## src/rtl/seven_seg_readback.sv

```systemverilog
// seven_seg_readback: recovers per-position BCD digits from a multiplexed active-low seven-segment bus
module seven_seg_readback #(
  parameter int NUM_DIGITS    = 4,
  parameter int STABLE_CYCLES = 4
) (
  input  logic                    clk,
  input  logic                    rst_n,
  input  logic [NUM_DIGITS-1:0]   an,
  input  logic [6:0]              seven_seg,
  input  logic                    clr_err,
  output logic [4*NUM_DIGITS-1:0] digits,
  output logic [NUM_DIGITS-1:0]   digit_valid,
  output logic                    capture_stb,
  output logic                    frame_done,
  output logic                    err_sticky,
  output logic [NUM_DIGITS-1:0]   err_pos
);
  localparam int CW = $clog2(STABLE_CYCLES) + 1;
  typedef enum logic [1:0] {IDLE, SETTLE, CAPTURE, HOLD} state_t;
  state_t                r_state, w_next;
  logic [CW-1:0]         r_cnt, w_cnt;
  logic [NUM_DIGITS+6:0] r_smp, r_smp_d;
  logic [NUM_DIGITS-1:0] r_mask, w_mask, w_low;
  logic [3:0]            w_val;
  logic                  w_chg, w_cap, w_single, w_legal, w_blank, w_err;
  assign w_chg    = r_smp != r_smp_d;
  assign w_low    = ~r_smp[NUM_DIGITS+6:7];
  assign w_single = $onehot(w_low);
  assign w_blank  = &r_smp[6:0];
  assign w_cap    = (r_state == SETTLE) && (w_next == CAPTURE);
  assign w_err    = w_cap && !(w_single && (w_legal || w_blank));
  assign w_mask   = r_mask | ((w_cap && w_single) ? w_low : '0);
  // cathode pattern to BCD value; anything not in the table is illegal
  always_comb begin
    w_legal = 1'b1;
    w_val   = 4'd0;
    case (r_smp[6:0])
      7'b1000000: w_val = 4'd0;
      7'b1111001: w_val = 4'd1;
      7'b0100100: w_val = 4'd2;
      7'b0110000: w_val = 4'd3;
      7'b0011001: w_val = 4'd4;
      7'b0010010: w_val = 4'd5;
      7'b0000010: w_val = 4'd6;
      7'b1111000: w_val = 4'd7;
      7'b0000000: w_val = 4'd8;
      7'b0010000: w_val = 4'd9;
      default:    w_legal = 1'b0;
    endcase
  end
  // stability tracking; capture fires on the edge the last required identical sample is confirmed
  always_comb begin
    w_next = r_state;
    w_cnt  = r_cnt;
    if (w_chg) begin
      w_next = (&r_smp[NUM_DIGITS+6:7]) ? IDLE : SETTLE;
      w_cnt  = '0;
    end else if (r_state == SETTLE) begin
      if (r_cnt == CW'(STABLE_CYCLES - 2)) w_next = CAPTURE;
      else w_cnt = r_cnt + 1'b1;
    end else if (r_state == CAPTURE) w_next = HOLD;
    else if (r_state == HOLD && !(&r_cnt)) w_cnt = r_cnt + 1'b1;
  end
  // state, counter and bus sample pipeline
  always_ff @(posedge clk or negedge rst_n) begin
    if (!rst_n) begin
      r_state <= IDLE;
      r_cnt   <= '0;
      r_smp   <= '1;
      r_smp_d <= '1;
    end else begin
      r_state <= w_next;
      r_cnt   <= w_cnt;
      r_smp   <= {an, seven_seg};
      r_smp_d <= r_smp;
    end
  end
  // capture results: digit registers, frame mask and sticky error reporting
  always_ff @(posedge clk or negedge rst_n) begin
    if (!rst_n) begin
      digits      <= '0;
      digit_valid <= '0;
      r_mask      <= '0;
      capture_stb <= 1'b0;
      frame_done  <= 1'b0;
      err_sticky  <= 1'b0;
      err_pos     <= '0;
    end else begin
      capture_stb <= w_cap;
      frame_done  <= w_cap && (&w_mask);
      r_mask      <= (&w_mask) ? '0 : w_mask;
      for (int p = 0; p < NUM_DIGITS; p++)
        if (w_cap && w_single && w_low[p]) begin
          digit_valid[p] <= w_legal;
          if (w_legal) digits[4*p +: 4] <= w_val;
        end
      if (w_err) begin
        err_sticky <= 1'b1;
        if (!err_sticky || clr_err) err_pos <= w_low;
      end else if (clr_err) begin
        err_sticky <= 1'b0;
        err_pos    <= '0;
      end
    end
  end
endmodule
```

## config.mk

```make
export PLATFORM = sky130hd
export DESIGN_NAME = seven_seg_readback
export DESIGN_NICKNAME = d
export VERILOG_FILES = /design/src/rtl/seven_seg_readback.sv
export SDC_FILE = /design/constraint.sdc
export NUM_CORES = 1
export LEC_CHECK = 0
export CORE_MARGIN = 1
export CORE_UTILIZATION = 35
export DETAILED_ROUTE_END_ITERATION = 16
export GPL_TIMING_DRIVEN = 1
export SLEW_MARGIN = 15
export SYNTH_ARGS = -nofsm -noshare
export SYNTH_HDL_FRONTEND = slang
export SYNTH_SLANG_ARGS = --single-unit
```

## constraint.sdc

```tcl
create_clock -name clk -period 8.1 [get_ports clk]
set_input_delay 1.62 -clock clk [delete_from_list [all_inputs] [get_ports clk]]
set_output_delay 1.62 -clock clk [all_outputs]
set_load 0.1 [all_outputs]
```

==> impl_results.md, run 1 <==
* IO buf count at 40
* Drt total wl at 4897 um
* Area Overhead vs Synth at 27.04%
* Setup Buffers After CTS at 0
* Sequential area share after synthesis at 58.43%
* Crit path buf inv count at 1
* Final RePlAce weighted congestion at 0.7297
* First-pass GRT wire length at 8507 um
* Worst Tran Pin Value at 0.9783 ns
* Sequential share of power at 52.4%
* Hold Violations, Final at 0
* # IOs at 41
* Setup TNS at 0 ns
* Tmin final at 3.474 ns
* Final setup violation count at 0
* FILL cells at 680
* Nets at 274
* DRC viols at 0
* Most common cell after layout, fill and taps aside: clkdlybuf4s50_1
* Crit share post-route at 42.89%
* DR WL/cell at 13.83 um
* Syn nets at 229
* NetSw at 129.0 uW
* Initial antenna violation count at 0
* Slew HR at 34.58%
* CP max stage delay at 1.14 ns
* Clock Skew at 0.005286 ns
* Hold_sp: r_smp[3]$_DFF_PN1_
* Comb pwr share at 4.9%
* Routed Antenna Nets at 0
* Int Pwr at 460.0 uW
* Die Wd at 87.04 um
* Distinct cells, synth at 46
* Final Core Density at 46.56%
* Sw frac at 21.90%
* CTS tree: built
* Setup slack, reg-to-reg at 4.76 ns
* Mean Syn Cell Area at 12.17 um2
* GR Util All Layers at 15.20%
* WL met1 at 2339 um
* Peak fanout along the critical path at 2
* Critical Path End Type: output pin
* Diodes inserted at 0
* Clock power frac at 42.7%
* Core area at 0.006907 mm2
* Final count of pins violating max slew at 0
* Clock Latency Late Sink at 0.33 ns
* CTS root buf: clkbuf_8
* CTS resizes at 0
* DR pass1 iterations at 4
* Max-Cap Viols at 0
* Row count at 30
* CP Launch Type: register
* Max stage delay cell, worst path: clkdlybuf4s50_1
* Synth Flop Type: dfrtp_1
* Pin count of the biggest net entering global routing at 59
* Hold WC Path Type: register to register
* Layout cells sized above 1 at 18.99%
* PD cells at 183.1 mW/mm2
* Crit path DAT at 1.85 ns
* Die ar. at 0.007576 mm2
* Hold Path Depth at 0
* Vias in the first global route at 1712
* Most frequent cells in the layout: 39 x clkdlybuf4s50_1, 36 x dfrtp_1, 22 x dfstp_2
* Grt ovf at 0
* RSZ-0062 raised after global routing: false
* Maximum VDD drop at 85.19 uV
* Synth Register Bits at 58
* Reg clk slew, reported paths at 0.06 ns
* Clock buffer depth at 2
* Post-synth EDFFs at 0
* Number of H-tree levels at 3
* Top layer reached by signal wires: met4
* Delay-heaviest family, CP: buffers and inverters
* Post-Syn Area at 0.002531 mm2
* Required @ worst endpoint at 6.48 ns
* Status: completed
* Post-DP HPWL at 3349 um
* Vias at 1702
* Worst r2r path cells at 9
* First DRT Iteration DRCs at 113
* Synth warn at 0
* CTS Hold Buffers Added at 0
* Asr flop ratio synth at 100.0%
* Post-DR vias/cell at 4.808
* Mapped Cells at 208
* Leak pwr at 1.380 nW
* CTS Buf Count at 9
* Initial Utilization at 36.65%
* Clock sinks at 58
* Die Ht at 87.04 um
* Hold Path End: r_smp_d[3]$_DFF_PN1_
* Met3 Wirelength at 216 um
* CP cell instances: clkdlybuf4s50_1
* R2r startpoint: r_smp[10]$_DFF_PN1_
* Critical path type: register to output pin
* WL met2 at 2263 um
* Max Clk Rate at 287.8 MHz
* RR Endpoint: digits[11]$_DFFE_PN0P_
## state kept, by name, summed over array words and instances, names as in the netlist, 2 cells and up
name	flops
r_state	2
r_smp	11
err_pos	4
r_cnt	3
digit_valid	4
r_mask	4
digits	16
r_smp_d	11
## worst register-to-register path, delay by kind of cell (launching register included)
family,cells,cell delay [ns]
AO/OA/AOI/OAI,1,0.25
adder cells (fa/ha/maj),3,0.80
buffers and inverters,1,0.07
flip-flops,1,0.64
multiplexers,1,0.18
AND/OR/NAND/NOR,3,1.27
## kinds of logic (layout without fill, tap and decap cells)
group | count (synthesis) | after routing | share of synthesized area, %
flip-flops | 58 | 58 | 58.43
AND/OR/NAND/NOR | 49 | 49 | 11.62
AO/OA/AOI/OAI | 45 | 45 | 13.94
buffers and inverters | 27 | 77 | 4.201
XOR/XNOR | 13 | 13 | 4.498
multiplexers | 9 | 9 | 3.559
adder cells (fa/ha/maj) | 7 | 7 | 3.757
## Yosys cell counts (all sizes together) (3+ instances only)
cell | instances | area [um2]
a31oi | 4 | 40.04
dfstp | 22 | 578.1
mux2i | 9 | 90.09
nor2 | 12 | 45.04
nand3 | 3 | 15.01
ha | 6 | 75.07
inv | 20 | 75.07
a22o | 4 | 35.03
clkbuf | 4 | 16.26
nand2 | 10 | 37.54
or2 | 3 | 18.77
o21ai | 12 | 60.05
xor2 | 12 | 105.1
dfrtp | 36 | 900.9
buf | 3 | 15.01
a21oi | 7 | 35.03
o2bb2ai | 6 | 52.55
nor3 | 5 | 45.04
## per-stage QoR
step / worst slack [ns] / hold WS, ns / area (um2) / cells / total power [mW]
3_3_place_gp: 4.890 / 0.3918 / 3023 / 338 / 0.3423
3_5_place_dp: 4.754 / 0.3967 / 3023 / 338 / 0.3431
2_1_floorplan: 5.265 / 0.3519 / 2531 / 208 / 0.3263
5_1_grt: 4.408 / 0.4137 / 3216 / 354 / 0.6181
6_report: 4.626 / 0.4048 / 3216 / 354 / 0.5889
4_1_cts: 4.606 / 0.4062 / 3216 / 354 / 0.5978
## how the worst max path moves through the flow
stage / from / end / slack, ns / cells after the start
final: digits[2]$_DFFE_PN0P_ / digits[2] / 4.63 / 1
after global routing: r_smp[10]$_DFF_PN1_ / digits[0]$_DFFE_PN0P_ / 4.41 / 9
after CTS: digits[2]$_DFFE_PN0P_ / digits[2] / 4.61 / 1
after detailed placement: r_smp[10]$_DFF_PN1_ / digits[11]$_DFFE_PN0P_ / 4.75 / 9
after global placement: r_smp[8]$_DFF_PN1_ / digits[11]$_DFFE_PN0P_ / 4.89 / 9
after floorplan: r_smp[8]$_DFF_PN1_ / digits[0]$_DFFE_PN0P_ / 5.27 / 10
## per-layer routing
metal	vias to the layer above	GRT usage (%)
met2	40	23.34
met4	0	5.909
met1	833	19.65
met5	-	0
li1	822	-
met3	7	5.403
## final cells by class
type	count	area [um2]	area share (%)
Clock inverter	1	5.005	0.1556
Clock buffer	15	187.7	5.837
Sequential cell	58	1479	45.99
Tap cell	96	120.1	3.735
Timing Repair Buffer	41	402.9	12.53
Inverter	20	75.07	2.335
Multi-Input combinational cell	123	945.9	29.42
## power groups by stage
stage                     Sequential [mW]  Combinational [mW]  Clock [mW]
after floorplan                     0.309              0.0170           0
after global placement              0.313              0.0288           0
after detailed placement            0.314              0.0293           0
after CTS                           0.309              0.0295       0.259
after global routing                0.310              0.0330       0.275
final                               0.309              0.0286       0.251
Power figures use the tool's default switching activity.
==> run 2, diff against run 1 <==
==> constraint.sdc (replaced) <==
create_clock -name clk -period 2.8 [get_ports clk]
set_input_delay 0.56 -clock clk [delete_from_list [all_inputs] [get_ports clk]]
set_output_delay 0.56 -clock clk [all_outputs]
set_load 0.1 [all_outputs]
==> run 2 against run 1 <==
Power rose to 3.0 times the previous value. Final area up 3.0%. Combinational power rose to 3.7 times the previous value. Register-to-register slack worse by 4.6 ns. Setup slack worse by 4.5 ns. First-iteration DRC count down 19%. Clock skew up 0.0029 ns. Critical endpoint is now digits[5]$_DFFE_PN0P_. Routed wire length up 1.7%. Critical path depth up 9. Sequential power rose to 2.9 times the previous value.
==> impl_results.md, run 2 (synthesized netlist as in run 1, its figures left out) <==
* Layout cells sized above 1 at 34.20% (+15 points)
* Crit share post-route at 94.74%
* Critical Path End Type: register
* DRC viols at 0 (unchanged)
* Post-DR vias/cell at 4.822 (+0.29%)
* Required @ worst endpoint at 3.03 ns (-3.45 ns)
* Vias in the first global route at 1741 (+1.7%)
* Hold WC Path Type: input pin to async pin
* Final worst setup slack at 0.1472 ns (-4.479 ns)
* WL met1 at 2380 um (+1.8%)
* Max Clk Rate at 377.0 MHz
* Tmin final at 2.653 ns
* FILL cells at 643 (-5.4%)
* Peak fanout along the critical path at 6 (+4)
* Reg clk slew, reported paths at 0.06 ns (about the same)
* CP Launch Type: register
* Slew HR at 61.05% (+26 points)
* Die ar. at 0.007576 mm2 (unchanged)
* First-pass GRT wire length at 8645 um (+1.6%)
* Delay-heaviest family, CP: adder cells
* CP max stage delay at 0.53 ns (-0.61 ns)
* Final Core Density at 47.97% (+1.4 points)
* Pin count of the biggest net entering global routing at 35 (-41%)
* Clock buffer depth at 2 (unchanged)
* DR WL/cell at 13.65 um (-1.3%)
* Final count of pins violating max slew at 0 (unchanged)
* Hold slack final at 0.2212 ns (-0.1836 ns)
* Clock Skew at 0.008164 ns (+0.002878 ns)
* Max reg flops at 16 (unchanged)
* Clock sinks at 58 (unchanged)
* Register area at 0.001479 mm2 (unchanged)
* First DRT Iteration DRCs at 92 (-19%)
* Crit path DAT at 2.88 ns (+1.03 ns)
* Initial Utilization at 36.65% (unchanged)
* Most common cell after layout, fill and taps aside: buf_4
* GR Util All Layers at 15.38% (+0.18 points)
* CTS Buf Count at 9 (unchanged)
* Nets at 285 (+4.0%)
* Final setup violation count at 0 (unchanged)
* CTS tree: built
* Biggest register: digits
* Hold Violations, Final at 0 (unchanged)
* Post-DP HPWL at 3543 um (+5.8%)
* Max-Cap Viols at 0 (unchanged)
* Most common cell on crit path: ha_1
* Maximum VDD drop at 294.3 uV (+250%)
* Setup WS pre-CTS at 0.04605 ns (-4.708 ns)
* Setup Buffers After CTS at 0 (unchanged)
* DR pass1 iterations at 4 (unchanged)
* Crit path buf inv count at 2 (+1)
* Die Wd at 87.04 um (unchanged)
* Grt ovf at 0 (unchanged)
* Diodes inserted at 0 (unchanged)
* Initial antenna violation count at 0 (unchanged)
* Number of H-tree levels at 3 (unchanged)
* Area Overhead vs Synth at 30.89%
* Met3 Wirelength at 267 um (+24%)
* Top layer reached by signal wires: met4
* CTS root buf: clkbuf_8
* Worst Tran Pin Value at 0.5842 ns (-0.3940 ns)
* Drt total wl at 4982 um (+1.7%)
* RSZ-0062 raised after global routing: true
* CP cell instances: fa_1 -> inv_1 -> ha_1 -> ha_1 -> nor3b_4 -> nand4bb_4 -> nor3_2 -> buf_4 -> nand2_1 -> a22o_1
* Multi-input gate area at 999.7 um2 (+5.7%)
* Biggest regs: digits x16, r_smp x11, r_smp_d x11
* Post-route cell area at 0.003313 mm2 (+3.0%)
* PD cells at 534.3 mW/mm2 (+190%)
* Critical path type: register to register
* CTS Hold Buffers Added at 0 (unchanged)
* IO buf count at 40 (unchanged)
* Status: completed
* Clock Latency Late Sink at 0.34 ns (about the same)
* Row count at 30 (unchanged)
* Die Ht at 87.04 um (unchanged)
* Most frequent cells in the layout: 38 x buf_4, 36 x dfrtp_1, 22 x dfstp_2
* Routed Antenna Nets at 0 (unchanged)
* Core area at 0.006907 mm2 (unchanged)
* Post-placement cell area at 0.003055 mm2 (+1.1%)
* Leak pwr at 1.532 nW (+11%)
* WL met2 at 2243 um (-0.88%)
* # IOs at 41 (unchanged)
* Max stage delay cell, worst path: fa_1
* Vias at 1760 (+3.4%)
* Final RePlAce weighted congestion at 0.8395 (+15%)
## run 2: through the flow
step                      cells  setup TNS, ns  total power [mW]
final                       365              0             1.770
after global routing        365       -0.01920             1.859
after CTS                   365              0             1.792
after detailed placement    349              0             1.003
after global placement      349              0             1.002
after floorplan             208              0            0.9458
## run 2: area by class of cell
class	count	share of cell area (%)
clock buffer	13	5.778
tap	96	3.625
timing repair buffer	52	12.99
multi-input combinational	123	30.17
inverter	20	2.266
sequential	58	44.64
clock inverter	3	0.5287
## run 2: per-layer routing
metal | vias to the layer above | global-route usage, %
met2 | 51 | 22.33
met1 | 857 | 20.22
met5 | - | 0
met4 | 0 | 6.515
li1 | 843 | -
met3 | 9 | 6.256
## run 2: worst paths after layout
kind | startpoint | endpoint | slack, ns | cells after the start
max | r_smp[7]$_DFF_PN1_ | digits[5]$_DFFE_PN0P_ | 0.15 | 10
max in group asynchronous | rst_n | r_smp[0]$_DFF_PN1_ | 1.94 | 2
min in group clk | r_smp[3]$_DFF_PN1_ | r_smp_d[3]$_DFF_PN1_ | 0.40 | 0
max reg2reg | r_smp[7]$_DFF_PN1_ | digits[5]$_DFFE_PN0P_ | 0.15 | 10
min reg2reg | r_smp[3]$_DFF_PN1_ | r_smp_d[3]$_DFF_PN1_ | 0.40 | 0
min | rst_n | err_pos[2]$_DFFE_PN0P_ | 0.22 | 1
## run 2: where the power goes
group	internal, mW	switching [mW]
logic	0.0517	0.0540
clock network	0.450	0.325
registers	0.868	0.0211
total	1.37	0.400
## run 2: what timing repair did
item                       CTS  global route
setup endpoints to repair    0            25
hold endpoints to repair     0             0
gates resized for setup      0             7
